**src/rtl/rgb2gray_pixel_pipe_if.sv**
```systemverilog
// AXI4-Stream bundle for the rgb2gray pixel pipe. The master drives data, valid and
// sideband; the slave drives tready.
interface rgb2gray_pixel_pipe_if #(
    parameter int DATA_W = 24
);
    logic [DATA_W-1:0] tdata;
    logic              tvalid;
    logic              tready;
    logic              tuser;
    logic              tlast;

    modport master (output tdata, tvalid, tuser, tlast, input tready);
    modport slave  (input tdata, tvalid, tuser, tlast, output tready);
endinterface

```
**src/rtl/rgb2gray_pixel_pipe.sv**
```systemverilog
// Streaming RGB->gray luma stage: 3-stage elastic pipe (products, sum, round/saturate).
// Define GRAY_REPLICATE_EN to widen m_axis.tdata to {gray,gray,gray}.

// One colour channel: 8-bit component times its Q0.22 weight, registered.
module rgb2gray_lane #(
    parameter int                VEC_W  = 8,
    parameter int                COEF_W = 22,
    parameter logic [COEF_W-1:0] COEF   = '0
) (
    input  logic                      clk,
    input  logic                      rst_n,
    input  logic                      ld,
    input  logic [VEC_W-1:0]          pix,
    output logic [VEC_W+COEF_W-1:0]   prod
);
    always_ff @(posedge clk or negedge rst_n) begin
        if (!rst_n)
            prod <= '0;
        else if (ld)
            prod <= {{COEF_W{1'b0}}, pix} * {{VEC_W{1'b0}}, COEF};
    end
endmodule

module rgb2gray_pixel_pipe #(
    parameter logic [21:0] COEF_R = 22'd1254097,
    parameter logic [21:0] COEF_G = 22'd2462056,
    parameter logic [21:0] COEF_B = 22'd478151
) (
    input  logic                  ap_clk,
    input  logic                  ap_rst_n,
    rgb2gray_pixel_pipe_if.slave  s_axis,
    rgb2gray_pixel_pipe_if.master m_axis
);
    localparam int NUM_LANES = 3;
    localparam int VEC_W     = 8;
    localparam int COEF_W    = 22;
    localparam int PROD_W    = VEC_W + COEF_W;
    localparam int SUM_W     = 32;
    localparam int STAGES    = 3;

    // Lane index matches the byte position in tdata: 0=B, 1=G, 2=R.
    localparam logic [NUM_LANES-1:0][COEF_W-1:0] COEF = {COEF_R, COEF_G, COEF_B};

    typedef struct packed {
        logic user;
        logic last;
    } side_t;

    logic [STAGES:1]                     vld_q;
    logic [STAGES:0]                     vld_pipe;
    logic [STAGES+1:1]                   rdy;
    logic [STAGES:1]                     ld;
    side_t [STAGES:1]                    side_q;
    side_t [STAGES:0]                    side_d;
    logic [NUM_LANES-1:0][PROD_W-1:0]    prod;
    logic [SUM_W-1:0]                    sum_d;
    logic [SUM_W-1:0]                    sum_q;
    logic [SUM_W:0]                      rnd_sum;
    logic [SUM_W-COEF_W:0]               rnd;
    logic [VEC_W-1:0]                    gray_d;
    logic [VEC_W-1:0]                    gray_q;
    logic                                unused_rnd_lsb;

    assign vld_pipe = {vld_q, s_axis.tvalid};

    // Ready ripples back from the sink; an empty stage always accepts.
    always_comb begin
        rdy              = '0;
        rdy[STAGES+1]    = m_axis.tready;
        for (int i = STAGES; i >= 1; i--)
            rdy[i] = !vld_q[i] || rdy[i+1];
    end

    always_comb begin
        side_d    = '0;
        side_d[0] = '{user: s_axis.tuser, last: s_axis.tlast};
        ld        = '0;
        for (int i = 1; i <= STAGES; i++) begin
            side_d[i] = side_q[i];
            ld[i]     = rdy[i] && vld_pipe[i-1];
        end
    end

    assign s_axis.tready = rdy[1];

    always_ff @(posedge ap_clk or negedge ap_rst_n) begin
        if (!ap_rst_n) begin
            vld_q  <= '0;
            side_q <= '0;
        end else begin
            for (int i = 1; i <= STAGES; i++) begin
                if (rdy[i])
                    vld_q[i] <= vld_pipe[i-1];
                if (ld[i])
                    side_q[i] <= side_d[i-1];
            end
        end
    end

    // S1: per-channel products.
    for (genvar l = 0; l < NUM_LANES; l++) begin : g_lane
        rgb2gray_lane #(
            .VEC_W  (VEC_W),
            .COEF_W (COEF_W),
            .COEF   (COEF[l])
        ) u_lane (
            .clk   (ap_clk),
            .rst_n (ap_rst_n),
            .ld    (ld[1]),
            .pix   (s_axis.tdata[l*VEC_W +: VEC_W]),
            .prod  (prod[l])
        );
    end

    // S2: sum of products; three 30-bit terms cannot overflow 32 bits.
    always_comb begin
        sum_d = '0;
        for (int l = 0; l < NUM_LANES; l++)
            sum_d = sum_d + {{(SUM_W-PROD_W){1'b0}}, prod[l]};
    end

    always_ff @(posedge ap_clk or negedge ap_rst_n) begin
        if (!ap_rst_n)
            sum_q <= '0;
        else if (ld[2])
            sum_q <= sum_d;
    end

    // S3: round half-up at bit 21, then clamp to 8 bits.
    assign rnd_sum        = {1'b0, sum_q} + (33'd1 << (COEF_W - 1));
    assign rnd            = rnd_sum[SUM_W:COEF_W];
    assign unused_rnd_lsb = ^rnd_sum[COEF_W-1:0];
    assign gray_d         = (|rnd[SUM_W-COEF_W:VEC_W]) ? {VEC_W{1'b1}} : rnd[VEC_W-1:0];

    always_ff @(posedge ap_clk or negedge ap_rst_n) begin
        if (!ap_rst_n)
            gray_q <= '0;
        else if (ld[3])
            gray_q <= gray_d;
    end

    assign m_axis.tvalid = vld_q[STAGES];
    assign m_axis.tuser  = side_q[STAGES].user;
    assign m_axis.tlast  = side_q[STAGES].last;
`ifdef GRAY_REPLICATE_EN
    assign m_axis.tdata  = {gray_q, gray_q, gray_q};
`else
    assign m_axis.tdata  = gray_q;
`endif
endmodule

```
**src/flat_wrapper.sv**
```systemverilog
// flat-port wrapper written by rule: the top's interface ports become plain ports
module rgb2gray_pixel_pipe_flat 
#(
    parameter logic [21:0] COEF_R = 22'd1254097,
    parameter logic [21:0] COEF_G = 22'd2462056,
    parameter logic [21:0] COEF_B = 22'd478151
)
  (ap_clk, ap_rst_n, s_axis_tdata, s_axis_tvalid, s_axis_tuser, s_axis_tlast, s_axis_tready, m_axis_tdata, m_axis_tvalid, m_axis_tuser, m_axis_tlast, m_axis_tready);
  rgb2gray_pixel_pipe_if #(.DATA_W(24)) s_axis_i ();
  rgb2gray_pixel_pipe_if #(.DATA_W((8))) m_axis_i ();
  input  logic ap_clk;
  input  logic ap_rst_n;
  input wire logic [$bits(s_axis_i.tdata)-1:0] s_axis_tdata;
  input wire logic [$bits(s_axis_i.tvalid)-1:0] s_axis_tvalid;
  input wire logic [$bits(s_axis_i.tuser)-1:0] s_axis_tuser;
  input wire logic [$bits(s_axis_i.tlast)-1:0] s_axis_tlast;
  output wire logic [$bits(s_axis_i.tready)-1:0] s_axis_tready;
  output wire logic [$bits(m_axis_i.tdata)-1:0] m_axis_tdata;
  output wire logic [$bits(m_axis_i.tvalid)-1:0] m_axis_tvalid;
  output wire logic [$bits(m_axis_i.tuser)-1:0] m_axis_tuser;
  output wire logic [$bits(m_axis_i.tlast)-1:0] m_axis_tlast;
  input wire logic [$bits(m_axis_i.tready)-1:0] m_axis_tready;
  assign s_axis_i.tdata = s_axis_tdata;
  assign s_axis_i.tvalid = s_axis_tvalid;
  assign s_axis_i.tuser = s_axis_tuser;
  assign s_axis_i.tlast = s_axis_tlast;
  assign s_axis_tready = s_axis_i.tready;
  assign m_axis_tdata = m_axis_i.tdata;
  assign m_axis_tvalid = m_axis_i.tvalid;
  assign m_axis_tuser = m_axis_i.tuser;
  assign m_axis_tlast = m_axis_i.tlast;
  assign m_axis_i.tready = m_axis_tready;
  rgb2gray_pixel_pipe #(.COEF_R(COEF_R), .COEF_G(COEF_G), .COEF_B(COEF_B)) u_core (.ap_clk(ap_clk), .ap_rst_n(ap_rst_n), .s_axis(s_axis_i), .m_axis(m_axis_i));
endmodule
```
**config.mk**
```make
export PLATFORM = sky130hd
export DESIGN_NAME = rgb2gray_pixel_pipe_flat
export DESIGN_NICKNAME = d
export VERILOG_FILES = /design/src/rtl/rgb2gray_pixel_pipe_if.sv /design/src/rtl/rgb2gray_pixel_pipe.sv /design/src/flat_wrapper.sv
export SDC_FILE = /design/constraint.sdc
export NUM_CORES = 1
export LEC_CHECK = 0
export CAP_MARGIN = 20
export CORE_MARGIN = 1
export CORE_UTILIZATION = 34
export DETAILED_ROUTE_END_ITERATION = 7
export PLACE_DENSITY_LB_ADDON = 0.1
export SLEW_MARGIN = 20
export SYNTH_ARGS = -nofsm -noshare
export SYNTH_HDL_FRONTEND = slang
export SYNTH_SLANG_ARGS = --single-unit
```
**constraint.sdc**
```tcl
create_clock -name ap_clk -period 9.6 [get_ports ap_clk]
set_input_delay 1.92 -clock ap_clk [delete_from_list [all_inputs] [get_ports ap_clk]]
set_output_delay 1.92 -clock ap_clk [all_outputs]
set_load 0.01 [all_outputs]
```
==> impl_metrics.py <==
metrics = {
    "floorplan": {
        "initial_core_util": 0.347,
        "ios": 42,
        "rows": 71,
        "die_h_um": 198,
        "die_x_um": 198,
        "dieArea_um2": 39300,
        "core_um2": 37800,
    },
    "finish": {
        "diodes": 0,
        "fin_nets": 1868,
        "multi_input_area_um2": 9450,
        "drive_above_1_share": 0.0248,
        "final_util": 0.382,
        "fillCellCount": 3909,
        "regArea_um2": 2780,
        "area_delta_synth_final_pct": 9.99,
    },
    "timing": {
        "drv_slew": 0,
        "finalCritPeriodShare": 0.708,
        "rsz0062_at_grt": "no",
        "clock_skew_ns": 0.0170,
        "timing.slew.headroom": 0.402,
        "finalHoldViolations": 0,
        "finalSetupViolCount": 0,
        "worstMarginPinSlew_ns": 0.897,
        "tns_ns": 0,
        "timing.fmax_ghz": 0.147,
        "min_period_ns": 6.79,
    },
    "synth": {
        "syn_area_per_cell_um2": 8.99,
        "ys_seq_area_frac": 0.212,
        "synth_edf_count": 0,
        "yosysUniqueCellTypes": 54,
        "synthFlopType": "dfrtp_1",
        "synth_cells": 1456,
        "synth_nets": 1835,
        "ys_ff_latch": 111,
        "async_flop_share": 1.00,
        "ys_warn_count": 0,
        "syn_area_um2": 13100,
    },
    "worst_setup_path": {
        "cp-endpoint": "u_core.g_lane[0].u_lane.prod[26]$_DFFE_PN0P_",
        "cpPeakStageDelay_ns": 0.62,
        "reg2reg_to": "u_core.sum_q[25]$_DFFE_PN0P_",
        "required_ns": 9.81,
        "crit_path_frequent_cell": "fa_1",
        "crit_start": "s_axis_tdata[5]",
        "r2r_slack_ns": 4.36,
        "arrival_ns": 7.01,
        "ff2ff_path_depth": 21,
        "path_class": "input port to flop",
        "start_kind": "input port",
        "critical_path.cell_chain": "clkdlybuf4s50_1, fa_1, fa_1, fa_1, inv_1, fa_1, inv_1, ha_1, and4_1, o2111ai_1, o21ba_1, o2111ai_1, o21ai_1, o221ai_1, o2111ai_1, a21oi_1, xnor2_1, o21ai_1",
        "path_max_fanout": 7,
        "r2r_start": "u_core.g_lane[0].u_lane.prod[10]$_DFFE_PN0P_",
        "slowest_stage": "fa_1",
        "crit_path_end_kind": "flop",
    },
    "clock_network": {
        "max-clock-path-buffers": 2,
        "cts_tree": "built",
        "root_buffer": "clkbuf_16",
        "cts_resized": 0,
        "cts_setup_buffers": 0,
        "cts_hold_buf": 0,
        "htreeDepth": 3,
        "path_clk_slew_ns": 0.07,
        "cts.sinks": 111,
        "clk_latency_ns": 0.36,
        "numCtsBuffers": 9,
    },
    "detailed_routing": {
        "first_pass_iters": 5,
        "drc": 0,
        "wl_per_cell_um": 15.5,
        "drtIter0Drc": 312,
        "finalWirelength_mm": 31.0,
        "vias_per_cell": 4.84,
        "vias": 9700,
        "ant_nets": 0,
    },
    "outcome": {
        "status": "completed",
    },
    "pwr": {
        "total_power_w": 0.00431,
        "power.density_nw_per_um2": 299,
        "max-vdd-ir-drop_mv": 0.118,
        "p_leak_nw": 7.35,
    },
    "global_routing": {
        "gr-total-overflow": 0,
        "grt_pass1_wl_mm": 51.9,
        "first_global_vias": 9936,
        "grt_use_total": 0.168,
        "grt_max_degree": 89,
        "antenna_found_initial": 0,
    },
    "hold_path": {
        "hold_path.class": "flop to flop",
    },
    "placement": {
        "dp_hpwl_mm": 26.2,
        "portBuffers": 41,
        "gp_congestion": 0.836,
    },
    "job": {
        "maxCapViolCount": 0,
    },
}
[cells in the final DEF, fill, tap and decap left out, drive strengths merged, types with 11 or more instances in the layout]
master	synthesis	layout
nand2	165	165
fa	86	86
xor2	45	45
nand2b	19	19
xnor2	49	49
o31ai	12	12
nand3	21	21
a21oi	83	83
o21a	17	17
inv	212	214
nor3	17	17
dfrtp	111	111
a21o	34	34
clkdlybuf4s50	0	40
ha	263	263
o21ai	115	115
nor2	56	56
and3	11	11
[final cells by class]
type / count / share of cell area
Sequential cell: 111 / 0.193
Tap cell: 511 / 0.0444
Timing Repair Buffer: 44 / 0.0299
Clock buffer: 10 / 0.0166
Multi-Input combinational cell: 1111 / 0.656
Clock inverter: 6 / 0.00521
Inverter: 212 / 0.0552
[stage by stage]
step,instances,hold slack [ns],instance area [um2],setup slack (ns)
after floorplan,1456,0.442,13100,3.52
after global placement,1989,0.457,14100,2.50
after detailed placement,1989,0.468,14100,2.52
after CTS,2005,0.485,14400,2.84
after global routing,2005,0.514,14400,2.50
final,2005,0.482,14400,2.81
[flip-flops by register name, indices dropped and copies added (netlist names)]
register                   count
u_core.m_axis.tdata            8
u_core.m_axis.tlast            1
u_core.side_d                  4
u_core.m_axis.tuser            1
u_core.g_lane.u_lane.prod     83
u_core.sum_q                  11
u_core.vld_q                   3
[worst max-delay path, delay by kind of cell]
kind / cells / cell delay (ns)
compound gates: 8 / 1.44
buf+inv: 3 / 0.69
xor+xnor: 1 / 0.13
simple gates: 1 / 0.25
fa+ha+maj: 5 / 2.59
[Yosys cell counts, drive strengths merged, types with 17 or more instances]
cell type / n / area share
xor2: 45 / 0.030
fa: 86 / 0.13
xnor2: 49 / 0.033
nor3: 17 / 0.0065
o21ai: 115 / 0.044
inv: 212 / 0.061
nand2: 165 / 0.047
clkbuf: 22 / 0.0063
nor2: 56 / 0.016
ha: 263 / 0.25
a21o: 34 / 0.019
nand2b: 19 / 0.0091
a21oi: 83 / 0.032
dfrtp: 111 / 0.21
o21a: 17 / 0.0097
nand3: 21 / 0.0080
[cells by family (layout without fill, tap and decap cells)]
group                    Yosys count  in the layout  synth area share
flip-flops                       111            111             0.212
buffers and inverters            234            272            0.0671
XOR/XNOR                          95             95            0.0646
AND/OR/NAND/NOR                  330            330             0.113
adder cells (fa/ha/maj)          349            349             0.383
AO/OA/AOI/OAI                    331            331             0.155
multiplexers                       6              6           0.00516
[routing by layer]
layer  part of all wire  GRT usage  vias to the layer above
met4             0.0070     0.0270                        0
met2               0.47      0.281                       75
met3              0.015     0.0164                       13
li1                   -          -                     5028
met5                  0          0                        -
met1               0.51      0.235                     4584
[power breakdown]
group          total, W  internal (W)  switching [W]
sequential     0.000812      0.000661       0.000151
clock          0.000403      0.000214       0.000189
combinational   0.00310       0.00137        0.00172
[worst min-delay path by stage]
stage / from / end / slack [ns] / depth (start not counted)
detailed placement: u_core.g_lane[0].u_lane.prod[24]$_DFFE_PN0P_ / u_core.g_lane[0].u_lane.prod[24]$_DFFE_PN0P_ / 0.47 / 2
finish: u_core.g_lane[0].u_lane.prod[24]$_DFFE_PN0P_ / u_core.g_lane[0].u_lane.prod[24]$_DFFE_PN0P_ / 0.48 / 2
CTS: u_core.g_lane[0].u_lane.prod[24]$_DFFE_PN0P_ / u_core.g_lane[0].u_lane.prod[24]$_DFFE_PN0P_ / 0.48 / 2
global placement: u_core.side_d[3]$_DFFE_PN0P_ / u_core.side_d[3]$_DFFE_PN0P_ / 0.46 / 2
floorplan: u_core.side_d[2]$_DFFE_PN0P_ / u_core.side_d[2]$_DFFE_PN0P_ / 0.44 / 2
global route: u_core.g_lane[0].u_lane.prod[12]$_DFFE_PN0P_ / u_core.g_lane[0].u_lane.prod[12]$_DFFE_PN0P_ / 0.51 / 2
(Power assumes the default switching activity.)
